**config.mk**
```make
export PLATFORM = sky130hd
export DESIGN_NAME = rom_bus_sequencer
export DESIGN_NICKNAME = d
export VERILOG_FILES = /design/src/rtl/rom_bus_sequencer.sv
export SDC_FILE = /design/constraint.sdc
export NUM_CORES = 1
export LEC_CHECK = 0
export BUFFER_PORTS_ARGS = -buffer_cell sky130_fd_sc_hd__buf_2
export CORE_MARGIN = 10
export CORE_UTILIZATION = 43
export DETAILED_ROUTE_END_ITERATION = 7
export PLACE_DENSITY = 0.76
export SLEW_MARGIN = 10
export SYNTH_ARGS = -nofsm -noshare
export SYNTH_HDL_FRONTEND = slang
export SYNTH_SLANG_ARGS = --single-unit
```
**constraint.sdc**
```tcl
create_clock -name clk -period 1.85 [get_ports clk]
set_input_delay 0.185 -clock clk [delete_from_list [all_inputs] [get_ports clk]]
set_output_delay 0.185 -clock clk [all_outputs]
set_load 0.02 [all_outputs]
```
**src/rtl/rom_bus_sequencer.sv**
```systemverilog
// Bus-side sequencer for the i4001 ROM: follows the 8-phase instruction
// cycle, assembles the fetch address and drives the ROM byte in M1/M2.
module rom_bus_sequencer #(
    parameter logic [3:0] CHIP_ID = 4'h0
) (
    input  logic       clk,
    input  logic       rst_n,
    input  logic       sync,
    input  logic       cm_rom,
    input  logic [3:0] d_in,
    input  logic [7:0] rom_data,
    output logic [7:0] addr,
    output logic [3:0] d_out,
    output logic       d_oe,
    output logic [2:0] phase,
    output logic       active,
    output logic       fetch_done
);

    typedef enum logic [2:0] {
        A1 = 3'd0,
        A2 = 3'd1,
        A3 = 3'd2,
        M1 = 3'd3,
        M2 = 3'd4,
        X1 = 3'd5,
        X2 = 3'd6,
        X3 = 3'd7
    } phase_e;

    phase_e     state_q, state_d;
    logic       active_q, active_d;
    logic [7:0] addr_q, addr_d;
    logic       sel_q, sel_d;
    logic       drive;

    // Phase, lock, address and chip-select registers
    always_ff @(posedge clk or negedge rst_n) begin
        if (!rst_n) begin
            state_q  <= A1;
            active_q <= 1'b0;
            addr_q   <= 8'h00;
            sel_q    <= 1'b0;
        end else begin
            state_q  <= state_d;
            active_q <= active_d;
            addr_q   <= addr_d;
            sel_q    <= sel_d;
        end
    end

    // Next phase and per-phase captures; a resync always restarts at A1
    always_comb begin
        state_d  = state_q;
        active_d = active_q;
        addr_d   = addr_q;
        sel_d    = sel_q;
        if (!active_q) begin
            if (sync) begin
                active_d = 1'b1;
                state_d  = A1;
            end
        end else begin
            unique case (state_q)
                A1: begin
                    addr_d[3:0] = d_in;
                    state_d     = A2;
                end
                A2: begin
                    addr_d[7:4] = d_in;
                    state_d     = A3;
                end
                A3: begin
                    sel_d   = cm_rom && (d_in == CHIP_ID);
                    state_d = M1;
                end
                M1: state_d = M2;
                M2: state_d = X1;
                X1: state_d = X2;
                X2: state_d = X3;
                X3: begin
                    sel_d   = 1'b0;
                    state_d = A1;
                end
            endcase
            if (sync) begin
                state_d = A1;
                sel_d   = 1'b0;
            end
        end
    end

    // Bus outputs decoded from registered state only
    always_comb begin
        drive = sel_q && (state_q == M1 || state_q == M2);
        d_out = 4'h0;
        if (drive) begin
            d_out = (state_q == M1) ? rom_data[7:4] : rom_data[3:0];
        end
    end

    assign d_oe       = drive;
    assign fetch_done = sel_q && (state_q == X1);
    assign addr       = addr_q;
    assign phase      = state_q;
    assign active     = active_q;

endmodule

```
==> flow_summary.ini, run 1 <==
[worst_setup_path]
path_max_fanout = 5
end_kind = output port
start_kind = flip-flop
crit-reg2reg-capture = addr[0]
critPathRequiredTime_ps = 1660
reg2reg_slack_ps = 470
crit_type = reg -> out
crit_arrival_ps = 1570
worst_r2r_path_depth = 3
rr_startpoint = phase[2]

[timing]
timing.fmax_mhz = 569
fin_skew_ps = 0.223
post-route-period-util = 0.950
fin_ws_ps = 92.8
setup_violations = 0
slew_headroom = 0.803
rsz0062_at_grt = no
drv_slew = 0
hold_viol_final = 0
tightestPinTransition_ps = 296
period_needed_ps = 1760
final.setup.tns_ps = 0

[min_path]
holdCritStartpoint = sync
min_to = phase[0]
whs_path_depth = 2
hp-class = in -> reg

[final_layout]
final_layout_size_suffix_gt1_frac = 0.546
regArea_um2 = 325
multi_input_area_um2 = 352
area_growth_pct = 32.1
diodes = 0
final_cell_mix = buf_2 (32), dfrtp_1 (13), mux2_2 (9)
final_common_cell = buf_2
fin_cells = 113
final_cell_area_um2 = 916
fillCellCount = 137
fin_nets = 118

[power]
powerDensity_nw_per_um2 = 1250
p_leak_nw = 0.472
irDropWorstVdd_v = 0.000663
power_mw = 1.15

[run]
maxCapViolCount = 0

[placement]
dp_hpwl_um = 1400
gp_congestion = 0.790
place_area_um2 = 873
io_buffers = 33
dp.cells = 108
post-place-ws_ps = 343

[die]
pin_count = 34
die_h_um = 60.2
dieArea_um2 = 3620
rows = 14
initial_core_util = 0.455
die_w_um = 60.2
core_area_um2 = 1520

[global_routing]
grt_start_max_net_pins = 14
grt_pass1_vias = 568
antenna_found_initial = 0
grt_usage = 0.0915
grt_overflow = 0
grt_first_pass_wirelength_um = 2550

[synthesis]
yosysTopAreaCell = dfrtp_1
ys_seq_elements = 13
syn-instance-count = 60
ys_warn_count = 0
ys_seq_area_frac = 0.469
synth_area_leaders = dfrtp_1 (47%), mux2_2 (15%), ha_1 (7.2%)
netlist.area_leader.share = 0.469
synthesis.nets = 80
ys_types = 21
syn-cell-area_um2 = 693
avgSynthCellArea_um2 = 11.6

[clock_tree]
clk_path_buf_depth = 2
clk_pin_slew_ps = 80
clk-insertion-delay-late_ps = 270
h-tree-depth = 1
clkSinkCount = 13
root_buffer = clkbuf_4
cts_tree = yes
post-cts-setup-buffers = 0
numCtsBuffers = 3

[drt]
detail_route.wl_per_cell_um = 15.3
drt_iter0_drc = 3
vias_per_cell = 5.02
route.detailed.drc = 0
ant_nets = 0
first_pass_iters = 4
drt_wl_total_um = 1730
dr_total_vias = 567

[run_status]
status = completed
==> worst max-delay path, stage by stage, from the launching register on <==
cell	delay (ps)
dfrtp_1	420
inv_2	70
ha_1	220
and2_2	200
o21ai_4	170
nor2_1	70
buf_4	150
==> cells in the mapped netlist, drive strengths merged <==
| cell | number |
|---|---|
| dfrtp | 13 |
| mux2 | 9 |
| nor2 | 7 |
| mux2i | 5 |
| ha | 4 |
| inv | 4 |
| nand2 | 3 |
| and2b | 2 |
| o21ai | 2 |
| a211oi | 1 |
| a21oi | 1 |
| and2 | 1 |
| and3 | 1 |
| buf | 1 |
| nand4 | 1 |
| nor4 | 1 |
| o2bb2ai | 1 |
| o41ai | 1 |
| or2 | 1 |
| or3 | 1 |
==> cell type report <==
cell class | count | share of cell area
multi-input cells | 42 | 0.384
well taps | 16 | 0.0219
inverters | 4 | 0.0164
repair buffers | 34 | 0.194
flip-flops and latches | 13 | 0.355
clock buffers | 4 | 0.0287
==> kinds of logic (layout without fill, tap and decap cells) <==
kind of cell | count (synthesis) | in the layout | share of synthesized area
AOI/OAI and AO/OA | 6 | 6 | 0.0740
adders and majority gates | 4 | 4 | 0.0722
buffers and inverters | 5 | 42 | 0.0289
DFF | 13 | 13 | 0.469
muxes | 14 | 14 | 0.218
and+or+nand+nor | 18 | 18 | 0.137
==> metrics by stage <==
step	utilization	hold WS (ps)
after detailed placement	0.573	86.3
after global routing	0.601	132
after floorplan	-	-111
after CTS	0.597	128
final	0.601	140
after global placement	0.573	87.1
==> worst max-delay path by stage <==
stage | startpoint | to | cells after the start
6_report | phase[0] | d_out[2] | 6
5_1_grt | phase[1] | d_out[3] | 6
4_1_cts | phase[0] | d_out[2] | 5
3_5_place_dp | phase[0] | d_out[2] | 5
3_3_place_gp | phase[0] | d_out[1] | 5
2_1_floorplan | phase[0] | d_out[0] | 5
==> registers in the layout, summed over array words and instances, names as in the netlist <==
register  cells
active        1
addr          8
phase         3
sel_q         1
==> where the power goes <==
part           internal, mW  switching [mW]  total (mW)  leakage (nW)
combinational         0.227           0.305       0.531         0.302
sequential            0.386          0.0590       0.445         0.155
clock                0.0834          0.0883       0.172        0.0150
==> repair_timing <==
action / 4_1_cts / 5_1_grt
hold buffers: 1 / 0
resized for setup: 0 / 4
endpoints found under the hold margin: 13 / 0
endpoints found under the setup margin: 0 / 5
==> layer usage <==
| metal | global-route usage | share of wire | vias up |
|---|---|---|---|
| li1 | - | - | 281 |
| met1 | 0.0852 | 0.38 | 263 |
| met2 | 0.159 | 0.50 | 21 |
| met3 | 0.0466 | 0.11 | 2 |
| met4 | 0.0481 | 0.0058 | 0 |
| met5 | 0 | 0 | - |
Note: power is estimated with default switching activity, not from simulation.
==> run 2, diff against run 1 <==
==> config.mk (replaced) <==
export PLATFORM = sky130hd
export DESIGN_NAME = rom_bus_sequencer
export DESIGN_NICKNAME = d
export VERILOG_FILES = /design/src/rtl/rom_bus_sequencer.sv
export SDC_FILE = /design/constraint.sdc
export NUM_CORES = 1
export LEC_CHECK = 0
export CORE_AREA = 10 10 47 49
export DETAILED_ROUTE_END_ITERATION = 7
export DIE_AREA = 0 0 57 59
export DONT_BUFFER_PORTS = 1
export PLACE_DENSITY = 0.67
export SLEW_MARGIN = 10
export SYNTH_ARGS = -nofsm -noshare
export SYNTH_HDL_FRONTEND = slang
export SYNTH_SLANG_ARGS = --single-unit
==> flow_summary.ini, run 2 (synthesized netlist as in run 1, its figures left out) <==
[global_routing]
grt_pass1_vias = 508
grt_overflow = 0
antenna_found_initial = 0
grt_start_max_net_pins = 14
grt_first_pass_wirelength_um = 2480
grt_usage = 0.0957

[worst_setup_path]
cpPeakStageDelay_ps = 380
critPathRequiredTime_ps = 1660
start_kind = flip-flop
crit_arrival_ps = 1570
path_max_fanout = 5
worst_r2r_path_depth = 4
cp_cell_sequence = inv_1, ha_1, and2_2, o21ai_4, nor2_1, buf_4
end_kind = output port
crit_type = reg -> out
rr_startpoint = phase[0]
timing.critical_path.from = phase[0]
cp_slowest_cell = dfrtp_1

[min_path]
whs_path_depth = 1
hp-class = in -> reg
holdCritStartpoint = sync

[die]
die_w_um = 57
dieArea_um2 = 3360
initial_core_util = 0.495
pin_count = 34
die_h_um = 59
rows = 14
core_area_um2 = 1400

[timing]
tightestPinTransition_ps = 564
final.setup.tns_ps = 0
period_needed_ps = 1750
post-route-period-util = 0.948
hold_viol_final = 0
timing.fmax_mhz = 570
fin_skew_ps = 0.172
setup_violations = 0
hold_ws_ps = 17.1
rsz0062_at_grt = no
slew_headroom = 0.623
drv_slew = 0
fin_ws_ps = 95.7

[clock_tree]
h-tree-depth = 1
clkSinkCount = 13
clk_pin_slew_ps = 80
numCtsBuffers = 3
root_buffer = clkbuf_4
cts_tree = yes
clk-insertion-delay-late_ps = 280
clk_path_buf_depth = 2

[final_layout]
fin_nets = 93
fillCellCount = 132
largest_reg_flops = 8
final_cell_mix = dfrtp_1 (12), mux2_2 (9), nor2_1 (7), buf_4 (7), mux2i_1 (5)
area_growth_pct = 17.1
diodes = 0
final_layout_size_suffix_gt1_frac = 0.375
final_common_cell = dfrtp_1
final_cell_area_um2 = 812
fin_cells = 88

[power]
power.switching_uw = 428
irDropWorstVdd_v = 0.000665
p_leak_nw = 0.370
powerDensity_nw_per_um2 = 1310
sw_frac_of_total = 0.403
power_frac_seq = 0.545
combPwrFrac = 0.287
clock_power_share = 0.168
intPower_uw = 632

[drt]
drt_iter0_drc = 9
dr_total_vias = 492
first_pass_iters = 4
ant_nets = 0
vias_per_cell = 5.59
drt_wl_total_um = 1590
route.detailed.drc = 0
detail_route.wl_per_cell_um = 18.1

[placement]
dp_hpwl_um = 1280
dp.cells = 82
post-place-ws_ps = 347
io_buffers = 0
gp_congestion = 0.734
place_area_um2 = 761

[run_status]
status = completed

[run]
maxCapViolCount = 0
==> run 2: changes by cell type in the layout (fill, tap and decap cells not counted) <==
cell,delta
inv_1,+1
dfrtp_2,+1
dfrtp_1,-1
buf_2,-32
dlygate4sd3_1,+1
buf_4,+6
inv_2,-1
==> run 2: layer usage <==
metal	routed length, um	global-route usage	share of wire
met4	36	0.0604	0.023
met1	551	0.0818	0.35
met5	0	0	0
met2	719	0.149	0.45
met3	284	0.0815	0.18
==> run 2: layout make-up <==
class / instances / area (um2) / area share
clock buffers: 4 / 26.3 / 0.0324
well taps: 16 / 20.0 / 0.0247
repair buffers: 9 / 72.6 / 0.0894
flip-flops and latches: 13 / 327 / 0.402
inverters: 4 / 15.0 / 0.0185
multi-input cells: 42 / 352 / 0.433
==> run 2: timing repair <==
action,CTS,global route
hold buffers,2,0
resized for setup,0,3
endpoints found under the hold margin,16,0
buffers inserted,0,0
setup endpoints to repair,0,4
==> run 2: worst paths after layout <==
| path | end | slack, ps |
|---|---|---|
| worst min register to register | sel_q | 580 |
| worst min-delay path | active | 20 |
| max in group asynchronous | phase[2] | 1120 |
| min in group asynchronous | phase[1] | 330 |
| worst max-delay path | d_out[1] | 100 |
| worst max register to register | addr[6] | 400 |
==> run 2: power by group through the flow <==
stage / Clock [mW] / Combinational (mW) / Sequential [mW]
detailed placement: 0 / 0.295 / 0.590
finish: 0.178 / 0.304 / 0.578
global route: 0.198 / 0.336 / 0.596
global placement: 0 / 0.289 / 0.587
floorplan: 0 / 0.222 / 0.577
CTS: 0.184 / 0.306 / 0.583
==> run 2: worst max-delay path: cells and delay by family, from the launching register on <==
| family | cells | cell delay, ps |
|---|---|---|
| flops | 1 | 380 |
| simple gates | 2 | 280 |
| buf+inv | 2 | 250 |
| fa+ha+maj | 1 | 230 |
| compound gates | 1 | 170 |
==> run 2: through the flow <==
stage / power, mW / util
after global placement: 0.876 / 0.543
final: 1.06 / 0.579
after detailed placement: 0.885 / 0.543
after global routing: 1.13 / 0.579
after floorplan: 0.798 / -
after CTS: 1.07 / 0.576
==> run 3, diff against run 2 <==
--- a/config.mk
+++ b/config.mk
@@ -6,6 +6,7 @@
 export NUM_CORES = 1
 export LEC_CHECK = 0
 export CORE_AREA = 10 10 47 49
+export CTS_BUF_LIST = sky130_fd_sc_hd__clkbuf_8
 export DETAILED_ROUTE_END_ITERATION = 7
 export DIE_AREA = 0 0 57 59
 export DONT_BUFFER_PORTS = 1
==> flow_summary.ini, run 3 (synthesized netlist as in run 1, its figures left out) <==
[final_layout]
diodes = 0
final_common_cell = dfrtp_1
area_growth_pct = 19.1
largest_reg_flops = 8
final_cell_mix = dfrtp_1 (13), mux2_2 (9), nor2_1 (7), buf_4 (7)
final_layout_size_suffix_gt1_frac = 0.347
fin_nets = 93

[timing]
slew_headroom = 0.610
period_needed_ps = 1760
post-route-period-util = 0.951
tightestPinTransition_ps = 583
final.setup.tns_ps = 0
fin_skew_ps = 2.74
timing.fmax_mhz = 568
rsz0062_at_grt = no
drv_slew = 0
setup_violations = 0
hold_viol_final = 0

[clock_tree]
ctsResizeCount = 0
root_buffer = clkbuf_8
numCtsBuffers = 3
post-cts-setup-buffers = 0
clk_path_buf_depth = 2
cts_tree = yes
cts_hold_buf = 2
h-tree-depth = 1
clkSinkCount = 13
clk-insertion-delay-late_ps = 240
clk_pin_slew_ps = 60

[worst_setup_path]
timing.critical_path.from = phase[0]
crit_arrival_ps = 1570
path_max_fanout = 5
start_kind = flip-flop
worst_r2r_path_depth = 3
crit_type = reg -> out
cpPeakStageDelay_ps = 390
rr_startpoint = phase[2]
crit-reg2reg-capture = addr[0]
cp_cell_sequence = ha_1, and2b_2, o21ai_4, nor2_1, buf_4
cp_slowest_cell = dfrtp_1
reg2reg_slack_ps = 350
critPathRequiredTime_ps = 1660
end_kind = output port
critPathCapture = d_out[1]

[global_routing]
grt_start_max_net_pins = 14
antenna_found_initial = 0
grt_usage = 0.0974
grt_overflow = 0
grt_pass1_vias = 499
grt_first_pass_wirelength_um = 2500

[power]
irDropWorstVdd_v = 0.000760
power_mw = 1.13
powerDensity_nw_per_um2 = 1370
p_leak_nw = 0.388

[die]
core_area_um2 = 1400
pin_count = 34
die_h_um = 59
initial_core_util = 0.495
die_w_um = 57
rows = 14
dieArea_um2 = 3360

[drt]
drt_wl_total_um = 1620
first_pass_iters = 4
ant_nets = 0
vias_per_cell = 5.72
drt_iter0_drc = 5
detail_route.wl_per_cell_um = 18.4
dr_total_vias = 503
route.detailed.drc = 0

[placement]
gp_congestion = 0.734
io_buffers = 0
dp_hpwl_um = 1280

[min_path]
hp-class = in -> reg

[run]
maxCapViolCount = 0

[run_status]
status = completed
[run 3: cell count changes in the layout (fill, tap and decap cells not counted), sizes merged]
cell / change
inv: +1
clkbuf: -1
[run 3: worst max-delay path: cells and delay by family (launching register included)]
| family | cells | cell delay [ps] |
|---|---|---|
| compound gates | 1 | 180 |
| flops | 1 | 390 |
| simple gates | 2 | 350 |
| fa+ha+maj | 1 | 250 |
| buf+inv | 1 | 160 |
[run 3: cell type report]
class                      count  area [um2]
clock buffer                   3        41.3
clock inverter                 1        3.75
fill                         134         576
inverter                       4        15.0
multi-input combinational     42         348
sequential                    13         325
tap                           16        20.0
timing repair buffer           9        72.6
[run 3: per-layer routing]
| metal | wire (um) | vias up | GRT usage |
|---|---|---|---|
| met5 | 0 | - | 0 |
| met4 | 37 | 0 | 0.0604 |
| met3 | 294 | 5 | 0.0880 |
| met2 | 729 | 27 | 0.149 |
| met1 | 556 | 239 | 0.0830 |
| li1 | - | 232 | - |
[run 3: how the worst min path moves through the flow]
stage / start / endpoint / slack [ps] / depth (start not counted)
6_report: sync / active / 50 / 1
5_1_grt: sync / active / 50 / 1
4_1_cts: sync / active / 50 / 1
3_5_place_dp: rst_n / phase[1] / -110 / 0
3_3_place_gp: rst_n / phase[1] / -110 / 0
2_1_floorplan: rst_n / active / -110 / 0
[run 3: through the flow]
stage | setup slack [ps] | utilization | area [um2] | std cells | hold slack (ps)
floorplan | 193 | - | 693 | 60 | -111
global placement | 367 | 0.543 | 761 | 82 | -110
detailed placement | 347 | 0.543 | 761 | 82 | -110
CTS | 71.0 | 0.589 | 826 | 88 | 49.0
global route | 0.853 | 0.589 | 826 | 88 | 50.2
finish | 90.8 | 0.589 | 826 | 88 | 53.6
[run 3: power breakdown]
part           switching (mW)  total [mW]  internal [mW]  leakage (nW)
combinational           0.142       0.301          0.159         0.205
clock                   0.102       0.249          0.147        0.0269
sequential              0.191       0.578          0.387         0.155
